<file path="config.mk">
export PLATFORM = sky130hd
export DESIGN_NAME = reg_incr_pipe_flat
export DESIGN_NICKNAME = d
export VERILOG_FILES = /design/src/rtl/reg_incr_pipe_pkg.sv /design/src/rtl/reg_incr_pipe_if.sv /design/src/rtl/reg_incr_pipe_stage.sv /design/src/rtl/reg_incr_pipe.sv /design/src/flat_wrapper.sv
export SDC_FILE = /design/constraint.sdc
export NUM_CORES = 1
export LEC_CHECK = 0
export BUFFER_PORTS_ARGS = -buffer_cell sky130_fd_sc_hd__buf_4
export CAP_MARGIN = 20
export CORE_MARGIN = 4
export CORE_UTILIZATION = 40
export CTS_CLUSTER_SIZE = 28
export DETAILED_ROUTE_END_ITERATION = 6
export GPL_ROUTABILITY_DRIVEN = 0
export GPL_TIMING_DRIVEN = 1
export PLACE_DENSITY_LB_ADDON = 0.15
export SETUP_SLACK_MARGIN = 0.1
export SLEW_MARGIN = 40
export SYNTH_ARGS = -nofsm -noshare
export SYNTH_HDL_FRONTEND = slang
export SYNTH_SLANG_ARGS = --single-unit
</file>
<file path="constraint.sdc">
create_clock -name clk -period 2.4 [get_ports clk]
set_input_delay 0.36 -clock clk [delete_from_list [all_inputs] [get_ports clk]]
set_output_delay 0.36 -clock clk [all_outputs]
set_load 0.005 [all_outputs]
</file>
<file path="src/rtl/reg_incr_pipe_pkg.sv">
// Shared AES datapath definitions: default word width, overflow modes and
// the per-stage control encoding used by the elastic pipeline stages.
package aes_defs;

    localparam int AES_DATA_W = 32;

    localparam int SAT_WRAP = 0;
    localparam int SAT_SAT  = 1;

    typedef enum logic [1:0] {
        CTL_HOLD  = 2'd0,
        CTL_LOAD  = 2'd1,
        CTL_CLEAR = 2'd2
    } stage_ctl_e;

endpackage

</file>
<file path="src/rtl/reg_incr_pipe_if.sv">
// Valid/ready bus of reg_incr_pipe: upstream word entry and downstream
// delivery of {data, incremented data, overflow}.
interface reg_incr_pipe_if #(
    parameter int WIDTH = 32
);
    logic             in_valid;
    logic             in_ready;
    logic [WIDTH-1:0] in_data;
    logic             out_valid;
    logic             out_ready;
    logic [WIDTH-1:0] out_data;
    logic [WIDTH-1:0] out_inc;
    logic             out_ovf;

    modport master (
        output in_valid, in_data, out_ready,
        input  in_ready, out_valid, out_data, out_inc, out_ovf
    );

    modport slave (
        input  in_valid, in_data, out_ready,
        output in_ready, out_valid, out_data, out_inc, out_ovf
    );
endinterface

</file>
<file path="src/rtl/reg_incr_pipe_stage.sv">
// One elastic register stage. It accepts whenever it is empty or draining
// this cycle, so a full chain moves one word per cycle without bubbles.
module pipe_stage
    import aes_defs::*;
#(
    parameter int W = 8
) (
    input  logic         clk,
    input  logic         rst,
    input  logic         up_valid,
    output logic         up_ready,
    input  logic [W-1:0] up_data,
    output logic         dn_valid,
    input  logic         dn_ready,
    output logic [W-1:0] dn_data
);
    logic         valid_q, valid_d;
    logic [W-1:0] data_q, data_d;
    stage_ctl_e   ctl;

    always_comb begin
        up_ready = !valid_q || dn_ready;
        ctl      = CTL_HOLD;
        if (up_valid && up_ready)   ctl = CTL_LOAD;
        else if (valid_q && dn_ready) ctl = CTL_CLEAR;

        valid_d = valid_q;
        data_d  = data_q;
        case (ctl)
            CTL_LOAD: begin
                valid_d = 1'b1;
                data_d  = up_data;
            end
            // payload is left stale when vacated; only valid matters
            CTL_CLEAR: valid_d = 1'b0;
            default: ;
        endcase
    end

    always_ff @(posedge clk) begin
        if (rst) begin
            valid_q <= 1'b0;
            data_q  <= '0;
        end else begin
            valid_q <= valid_d;
            data_q  <= data_d;
        end
    end

    assign dn_valid = valid_q;
    assign dn_data  = data_q;
endmodule

</file>
<file path="src/rtl/reg_incr_pipe.sv">
// Elastic DEPTH-stage pipeline carrying a word together with word+INC
// (wrapping or saturating) and the carry-out, plus an occupancy count.
module reg_incr_pipe
    import aes_defs::*;
#(
    parameter int          WIDTH = AES_DATA_W,
    parameter int          DEPTH = 2,
    parameter int unsigned INC   = 1,
    parameter int          SAT   = SAT_WRAP,
    localparam int         CNT_W = $clog2(DEPTH + 1)
) (
    input  logic             clk,
    input  logic             rst,
    reg_incr_pipe_if.slave   bus,
    output logic [CNT_W-1:0] count
);
    localparam int PW = 2 * WIDTH + 1;

    logic [WIDTH:0]   sum;
    logic [WIDTH-1:0] inc_val;
    logic             in_xfer, out_xfer;
    logic [CNT_W-1:0] count_q, count_d;

    logic             vld [DEPTH+1];
    logic             rdy [DEPTH+1];
    logic [PW-1:0]    pay [DEPTH+1];

    // sum kept one bit wider so the carry-out is the overflow flag
    always_comb begin
        sum     = {1'b0, bus.in_data} + (WIDTH+1)'(INC);
        inc_val = sum[WIDTH-1:0];
        if (SAT == SAT_SAT && sum[WIDTH]) inc_val = '1;
    end

    assign vld[0]     = bus.in_valid;
    assign pay[0]     = {sum[WIDTH], inc_val, bus.in_data};
    assign rdy[DEPTH] = bus.out_ready;

    for (genvar k = 0; k < DEPTH; k++) begin : g_stage
        pipe_stage #(.W(PW)) u_stage (
            .clk      (clk),
            .rst      (rst),
            .up_valid (vld[k]),
            .up_ready (rdy[k]),
            .up_data  (pay[k]),
            .dn_valid (vld[k+1]),
            .dn_ready (rdy[k+1]),
            .dn_data  (pay[k+1])
        );
    end

    assign bus.in_ready  = rdy[0];
    assign bus.out_valid = vld[DEPTH];
    assign {bus.out_ovf, bus.out_inc, bus.out_data} = pay[DEPTH];

    always_comb begin
        in_xfer  = bus.in_valid && rdy[0];
        out_xfer = vld[DEPTH] && bus.out_ready;
        count_d  = count_q;
        if (in_xfer && !out_xfer)      count_d = count_q + 1'b1;
        else if (!in_xfer && out_xfer) count_d = count_q - 1'b1;
    end

    always_ff @(posedge clk) begin
        if (rst) count_q <= '0;
        else     count_q <= count_d;
    end

    assign count = count_q;
endmodule

</file>
<file path="src/flat_wrapper.sv">
// flat-port wrapper written by rule: the top's interface ports become plain ports
module reg_incr_pipe_flat import aes_defs::*;
#(
    parameter int          WIDTH = AES_DATA_W,
    parameter int          DEPTH = 2,
    parameter int unsigned INC   = 1,
    parameter int          SAT   = SAT_WRAP,
    localparam int         CNT_W = $clog2(DEPTH + 1)
)
  (clk, rst, count, bus_in_valid, bus_in_data, bus_out_ready, bus_in_ready, bus_out_valid, bus_out_data, bus_out_inc, bus_out_ovf);
  reg_incr_pipe_if #(.WIDTH(WIDTH)) bus_i ();
  input  logic clk;
  input  logic rst;
  output logic [CNT_W-1:0] count;
  input wire logic [$bits(bus_i.in_valid)-1:0] bus_in_valid;
  input wire logic [$bits(bus_i.in_data)-1:0] bus_in_data;
  input wire logic [$bits(bus_i.out_ready)-1:0] bus_out_ready;
  output wire logic [$bits(bus_i.in_ready)-1:0] bus_in_ready;
  output wire logic [$bits(bus_i.out_valid)-1:0] bus_out_valid;
  output wire logic [$bits(bus_i.out_data)-1:0] bus_out_data;
  output wire logic [$bits(bus_i.out_inc)-1:0] bus_out_inc;
  output wire logic [$bits(bus_i.out_ovf)-1:0] bus_out_ovf;
  assign bus_i.in_valid = bus_in_valid;
  assign bus_i.in_data = bus_in_data;
  assign bus_i.out_ready = bus_out_ready;
  assign bus_in_ready = bus_i.in_ready;
  assign bus_out_valid = bus_i.out_valid;
  assign bus_out_data = bus_i.out_data;
  assign bus_out_inc = bus_i.out_inc;
  assign bus_out_ovf = bus_i.out_ovf;
  reg_incr_pipe #(.WIDTH(WIDTH), .DEPTH(DEPTH), .INC(INC), .SAT(SAT)) u_core (.clk(clk), .rst(rst), .bus(bus_i), .count(count));
endmodule
</file>
# == Yosys cells after proc, flatten, opt, wreduce, memory -nomap -nowiden ==
# Cells that the tools add are included.
# op_classes
n_eq_ne,4
reduce_logical,14
add_sub_neg,3
muxes,8
# op_table
op,n
"adder 32 x 1 -> 33 bit, second input constant",1
2-to-1 mux 2 bit,6
nonzero test 2 bit,3
logical AND 1 bit,5
"== test 2 x 1 -> 1 bit, second input constant",2
"== test 2 bit, second input constant",2
logical NOT 1 bit,4
case mux 1 bit (2 select lines),2
"adder 2 x 1 -> 2 bit, second input constant",1
logical OR 1 bit,2
"subtractor 2 x 1 -> 2 bit, second input constant",1
# word_totals
reg_bits,134
output_inout_bits,69
input_bits,36
elab_cells,34

# == Logic depth before layout (Yosys ltp) ==
# depth
word_depth,8
ltp_mapped,10
depth_no_buf,8

# == Hierarchy ==
# A second synthesis with hierarchy kept.
# unflattened
cells_unflattened,702
area_unflattened_um2,6508.7
# modules_own_cells
module,seq_area_each_um2,cells_each,area_each_um2,instances
pipe_stage,1321.3,301,2884.0,2
reg_incr_pipe,40.0,100,740.7,1

# == Worst setup path after synthesis ==
# No wires, ideal clock.
# synth_path
path_kind,register -> register
startpoint,reg u_core.g_stage[1].u_stage.valid_q
endpoint,reg u_core.count_q[1] (netlist: u_core.count[1])
path_buffers,2
t_arrival_ps,2209
setup_slack_ps,121
setup_ps,70
required_time_ps,2330
synth_period_minus_slack_ps,2279
stages_incl_launch_ff,10
cell_sequence,dfxtp_1 -> nor2b_1 -> nand2_1 -> nand2_1 -> inv_1 -> clkbuf_1 -> clkbuf_1 -> ha_1 -> or3_1 -> a21oi_1
# synth_via
elab_chain_len,7
word_cells_on_any_way,11
classes_between,mux (1); reduce/logical (10)
# synth_lines
element,line,rtl
start: declaration,reg_incr_pipe_stage.sv:17,"logic valid_q, valid_d;"
start signal: assignment,reg_incr_pipe_stage.sv:45,valid_q <= valid_d;
logical NOT 1 bit *,reg_incr_pipe_stage.sv:22,up_ready = !valid_q || dn_ready;
logical OR 1 bit * (2 in a row),reg_incr_pipe_stage.sv:22,
via bus_in_ready,flat_wrapper.sv:18,output wire logic [$bits(bus_i.in_ready)-1:0] bus_in_ready;
logical AND 1 bit *,reg_incr_pipe.sv:57,in_xfer = bus.in_valid && rdy[0];
logical NOT 1 bit,reg_incr_pipe.sv:61,else if (!in_xfer && out_xfer) count_d = count_q - 1'b1;
logical AND 1 bit,reg_incr_pipe.sv:61,
nonzero test 2 bit (no source line),n/a,
end signal: assignment,reg_incr_pipe.sv:66,else count_q <= count_d;
end: declaration,reg_incr_pipe.sv:22,"logic [CNT_W-1:0] count_q, count_d;"
# Mark *: on every way through the listed nets, which the timed path passes. The rest lies on a longest branch.
# A chain may end at the register's enable or synchronous reset.

# == Final worst setup path ==
# layout_path
startpoint,reg u_core.g_stage[1].u_stage.valid_q
endpoint,reg u_core.count_q[1] (netlist: u_core.count[1])
# layout_via
elab_chain_len,7
word_cells_on_any_way,11
classes_between,mux (1); reduce/logical (10)
# layout_lines
element,line
logical NOT 1 bit,reg_incr_pipe_stage.sv:22
logical OR 1 bit (2 in a row),reg_incr_pipe_stage.sv:22
logical AND 1 bit,reg_incr_pipe.sv:57
logical NOT 1 bit,reg_incr_pipe.sv:61
logical AND 1 bit,reg_incr_pipe.sv:61
nonzero test 2 bit (no source line),n/a
# Several ways; a longest one is shown, not always the timed one.

==> tab_implementation.tex <==
\begin{tabular}{lr}
\hline
Metric & Value \\
\hline
\multicolumn{2}{l}{\textbf{Critical path}} \\
Most repeated library cell on the critical path & sky130\_fd\_sc\_hd\_\_nand2\_1 \\
Cell count of the worst reg-to-reg path & 7 \\
Worst-path fanout max & 5 \\
Category of the most critical setup path & reg2reg \\
Launching element type of the critical path & register \\
Cell-by-cell listing of the critical path & nor2b\_1 > nand2\_1 > nand2\_1 > inv\_2 > ha\_1 > or3\_1 > a21oi\_1 \\
Reg2Reg Launch Point & u\_core.g\_stage[1].u\_stage.dn\_valid \\
Arrival time of the worst setup path & 2.26 ns \\
Critical Path Sink Type & register \\
Slowest cell delay on critical path & 0.37 ns \\
Data required time at the worst endpoint & 2.74 ns \\
Register-to-Register Setup Slack & 0.48 ns \\
Master of the slowest instance on the critical path & sky130\_fd\_sc\_hd\_\_nor2b\_1 \\
Endpoint of the worst register-to-register path & u\_core.count[1] \\
\multicolumn{2}{l}{\textbf{Cells and area}} \\
Final design utilization & 0.5370 \\
Area delta synth->final & 31.01\% \\
Number of inserted diodes & 0 \\
Final instance count without filler cells & 924 \\
Proportion of layout cells with a drive suffix above 1 & 0.2008 \\
Layout Nets & 777 \\
\multicolumn{2}{l}{\textbf{STA}} \\
Crit share post-route & 0.8012 \\
Peak clock frequency supported by timing & 520.1 MHz \\
Time the worst path needs with I/O delays and setup & 1.923 ns \\
Final setup viols & 0 \\
Unrepaired setup endpoints after global routing & false \\
Relative slew margins & 0.5698 \\
Worst slack on hold paths & 0.1740 ns \\
Largest clock skew in the final design & 0.005928 ns \\
Actual slew at the worst max-slew pin & 0.6453 ns \\
Final max-slew violation count & 0 \\
Post-Route Setup TNS & 0 ns \\
Number of hold-slack violations in the final timing report & 0 \\
\multicolumn{2}{l}{\textbf{Yosys}} \\
Ys async rst share & 0 \\
Synth top area share & 0.5186 \\
Mean instance size in the synthesized netlist & 7.945 um\^{}2 \\
Ys flop type & sky130\_fd\_sc\_hd\_\_dfxtp\_1 \\
Dominant cell by count in the synthesized netlist & sky130\_fd\_sc\_hd\_\_nand2\_1 \\
Sequential area share after synthesis & 0.5186 \\
Count of distinct cell types in the synthesized netlist & 33 \\
Top post-synthesis cells by area & sky130\_fd\_sc\_hd\_\_dfxtp\_1 (52\%), sky130\_fd\_sc\_hd\_\_nand2\_1 (15\%), sky130\_fd\_sc\_hd\_\_a21oi\_1 (9.8\%) \\
Count of warnings emitted by yosys & 0 \\
Synthesized flop and latch total & 134 \\
Post-synth top cells & sky130\_fd\_sc\_hd\_\_nand2\_1 (212), sky130\_fd\_sc\_hd\_\_dfxtp\_1 (134), sky130\_fd\_sc\_hd\_\_a21oi\_1 (101), sky130\_fd\_sc\_hd\_\_nor2\_1 (40), sky130\_fd\_sc\_hd\_\_clkbuf\_1 (36) \\
Cell area after synthesis & 5172 um\^{}2 \\
Leading area contributor after synthesis & sky130\_fd\_sc\_hd\_\_dfxtp\_1 \\
Post-Synthesis Cells & 651 \\
Total nets after synthesis & 689 \\
Number of enable flip-flop cells after synthesis & 0 \\
\multicolumn{2}{l}{\textbf{Power and ir drop}} \\
Total power & 5.722 mW \\
Power per Cell Area & 844.3 nW/um\^{}2 \\
NetSw & 1.261 mW \\
Reported leakage power & 2.628 nW \\
Sequential power share & 0.418 \\
Combinational share of power & 0.079 \\
Clk network pwr share & 0.503 \\
Max IR drop VDD & 0.0004090 V \\
Internal power of the cells & 4.461 mW \\
Switching Fraction & 0.2204 \\
\multicolumn{2}{l}{\textbf{CTS}} \\
Worst-Skew Late Latency & 0.41 ns \\
Clock sink total & 134 \\
TritonCTS buffer count & 17 \\
CTS tree & done \\
H-tree level count & 4 \\
Maximum clock path buffer count & 2 \\
Gates resized, CTS repair & 0 \\
Number of buffers inserted for hold repair after clock tree synthesis & 0 \\
Clock slew seen by the registers of the worst setup and hold paths & 0.05 ns \\
Post-CTS setup buffer count & 0 \\
Root Buffer Master & sky130\_fd\_sc\_hd\_\_clkbuf\_16 \\
\multicolumn{2}{l}{\textbf{Routing}} \\
Overall routed net length & 13.33 mm \\
Detailed-routing wirelength on met1 & 6.222 mm \\
DR WL met3 & 861 um \\
1st-iter DRT viols & 294 \\
Remaining antenna violation count after routing & 0 \\
DR vias & 4548 \\
Vias per std cell & 4.922 \\
DRC violation count after routing & 0 \\
Highest routed layer & met4 \\
Detailed-route wire length per cell & 14.43 um \\
Met2 wire length & 6.014 mm \\
Detailed-routing iteration count for the pre-antenna-repair pass & 4 \\
\multicolumn{2}{l}{\textbf{Place}} \\
Number of placed instances, taps included & 892 \\
Total half-perimeter wirelength after legalization and detailed placement & 9.211 mm \\
Port buffer count & 104 \\
\multicolumn{2}{l}{\textbf{Floorplanning}} \\
Floorplan die area & 14810 um\^{}2 \\
Die Width & 121.7 um \\
\# IOs & 105 \\
Std-Cell Rows & 41 \\
Die outline height & 121.7 um \\
Core Box Area & 12620 um\^{}2 \\
Initial standard-cell utilization of the core & 0.4099 \\
\multicolumn{2}{l}{\textbf{Hold path}} \\
Hold path start & bus\_in\_valid \\
Worst hold path type & in2reg \\
Hold path cells & 3 \\
Hold EP & u\_core.g\_stage[0].u\_stage.dn\_valid \\
\multicolumn{2}{l}{\textbf{Outcome}} \\
Outcome & finished, final reports clean \\
\multicolumn{2}{l}{\textbf{Global routing}} \\
Maximum number of pins on one net before global-route repair & 94 \\
First-pass GRT wire length & 21.78 mm \\
GRT Util Overall & 0.1853 \\
Initial antenna violation count & 0 \\
Via count of the first global-routing pass & 4410 \\
Overflow left after global routing & 0 \\
\multicolumn{2}{l}{\textbf{Job}} \\
\# Max-Cap Violations & 0 \\
\hline
\end{tabular}
==> state kept, by name, summed over array words and instances, names as in the netlist <==
| name | flops |
|---|---|
| u_core.g_stage.u_stage.dn_data | 130 |
| u_core.g_stage.u_stage.dn_valid | 2 |
| u_core.count | 2 |
==> power groups by stage <==
stage               registers (mW)  clock network [mW]  logic, mW
floorplan                     2.43                   0      0.247
global placement              2.44                   0      0.447
detailed placement            2.44                   0      0.456
CTS                           2.39                2.93      0.457
global route                  2.40                3.04      0.510
finish                        2.39                2.88      0.452
==> cell families after synthesis <==
kind of cell | count (synthesis) | synth area share
adder cells (fa/ha/maj) | 2 | 0.004837
AND/OR/NAND/NOR | 302 | 0.2446
XOR/XNOR | 28 | 0.04741
buffers and inverters | 49 | 0.03749
flip-flops | 134 | 0.5186
AO/OA/AOI/OAI | 136 | 0.1471
==> cells in the final DEF (no fill, tap or decap), drive strengths merged, types with 4 or more instances in the layout <==
cell type,count
or3,6
xnor2,17
and4,4
buf,114
inv,4
nor2,40
a21oi,101
clkbuf,18
a211oi,25
clkinv,5
bufinv,6
nor3,7
nand2,213
nand4,8
dfxtp,134
a311oi,4
xor2,11
nand3,10
o21ai,5
==> worst max-delay path, delay by kind of cell, from the launching register on <==
family          cells  cell delay [ns]
compound gates      1             0.16
fa+ha+maj           1             0.32
buf+inv             1             0.05
flops               1             0.34
simple gates        4             0.98
==> metal layers <==
| metal | vias up | GRT usage |
|---|---|---|
| met2 | 115 | 0.2618 |
| li1 | 2350 | - |
| met3 | 14 | 0.05525 |
| met1 | 2069 | 0.2611 |
| met5 | - | 0 |
| met4 | 0 | 0.08193 |
==> stage by stage <==
stage	setup slack, ns	instance area (um^2)
CTS	0.4625	6773
global placement	0.2885	6112
floorplan	0.1209	5172
finish	0.4771	6777
global route	0.2980	6777
detailed placement	0.2084	6112
==> layout make-up <==
type	instances	area, um^2
clock buffers	18	429.2
clock inverters	14	231.5
fillers	1254	5843
inverters	4	15.01
multi-input cells	468	2306
flip-flops and latches	134	2683
well taps	172	215.2
repair buffers	114	897.1
==> worst max path at each step <==
| stage | startpoint | to | slack (ns) | cells past startpoint |
|---|---|---|---|---|
| 2_1_floorplan | u_core.g_stage[1].u_stage.dn_valid | u_core.count[1] | 0.12 | 9 |
| 6_report | u_core.g_stage[1].u_stage.dn_valid | u_core.count[1] | 0.48 | 7 |
| 3_5_place_dp | bus_in_data[14] | u_core.g_stage[0].u_stage.dn_data[63] | 0.21 | 6 |
| 4_1_cts | u_core.g_stage[1].u_stage.dn_valid | u_core.g_stage[0].u_stage.dn_data[32] | 0.46 | 7 |
| 5_1_grt | u_core.g_stage[1].u_stage.dn_valid | u_core.count[1] | 0.30 | 7 |
| 3_3_place_gp | bus_in_data[14] | u_core.g_stage[0].u_stage.dn_data[61] | 0.29 | 6 |
Note: power is estimated with default switching activity, not from simulation.
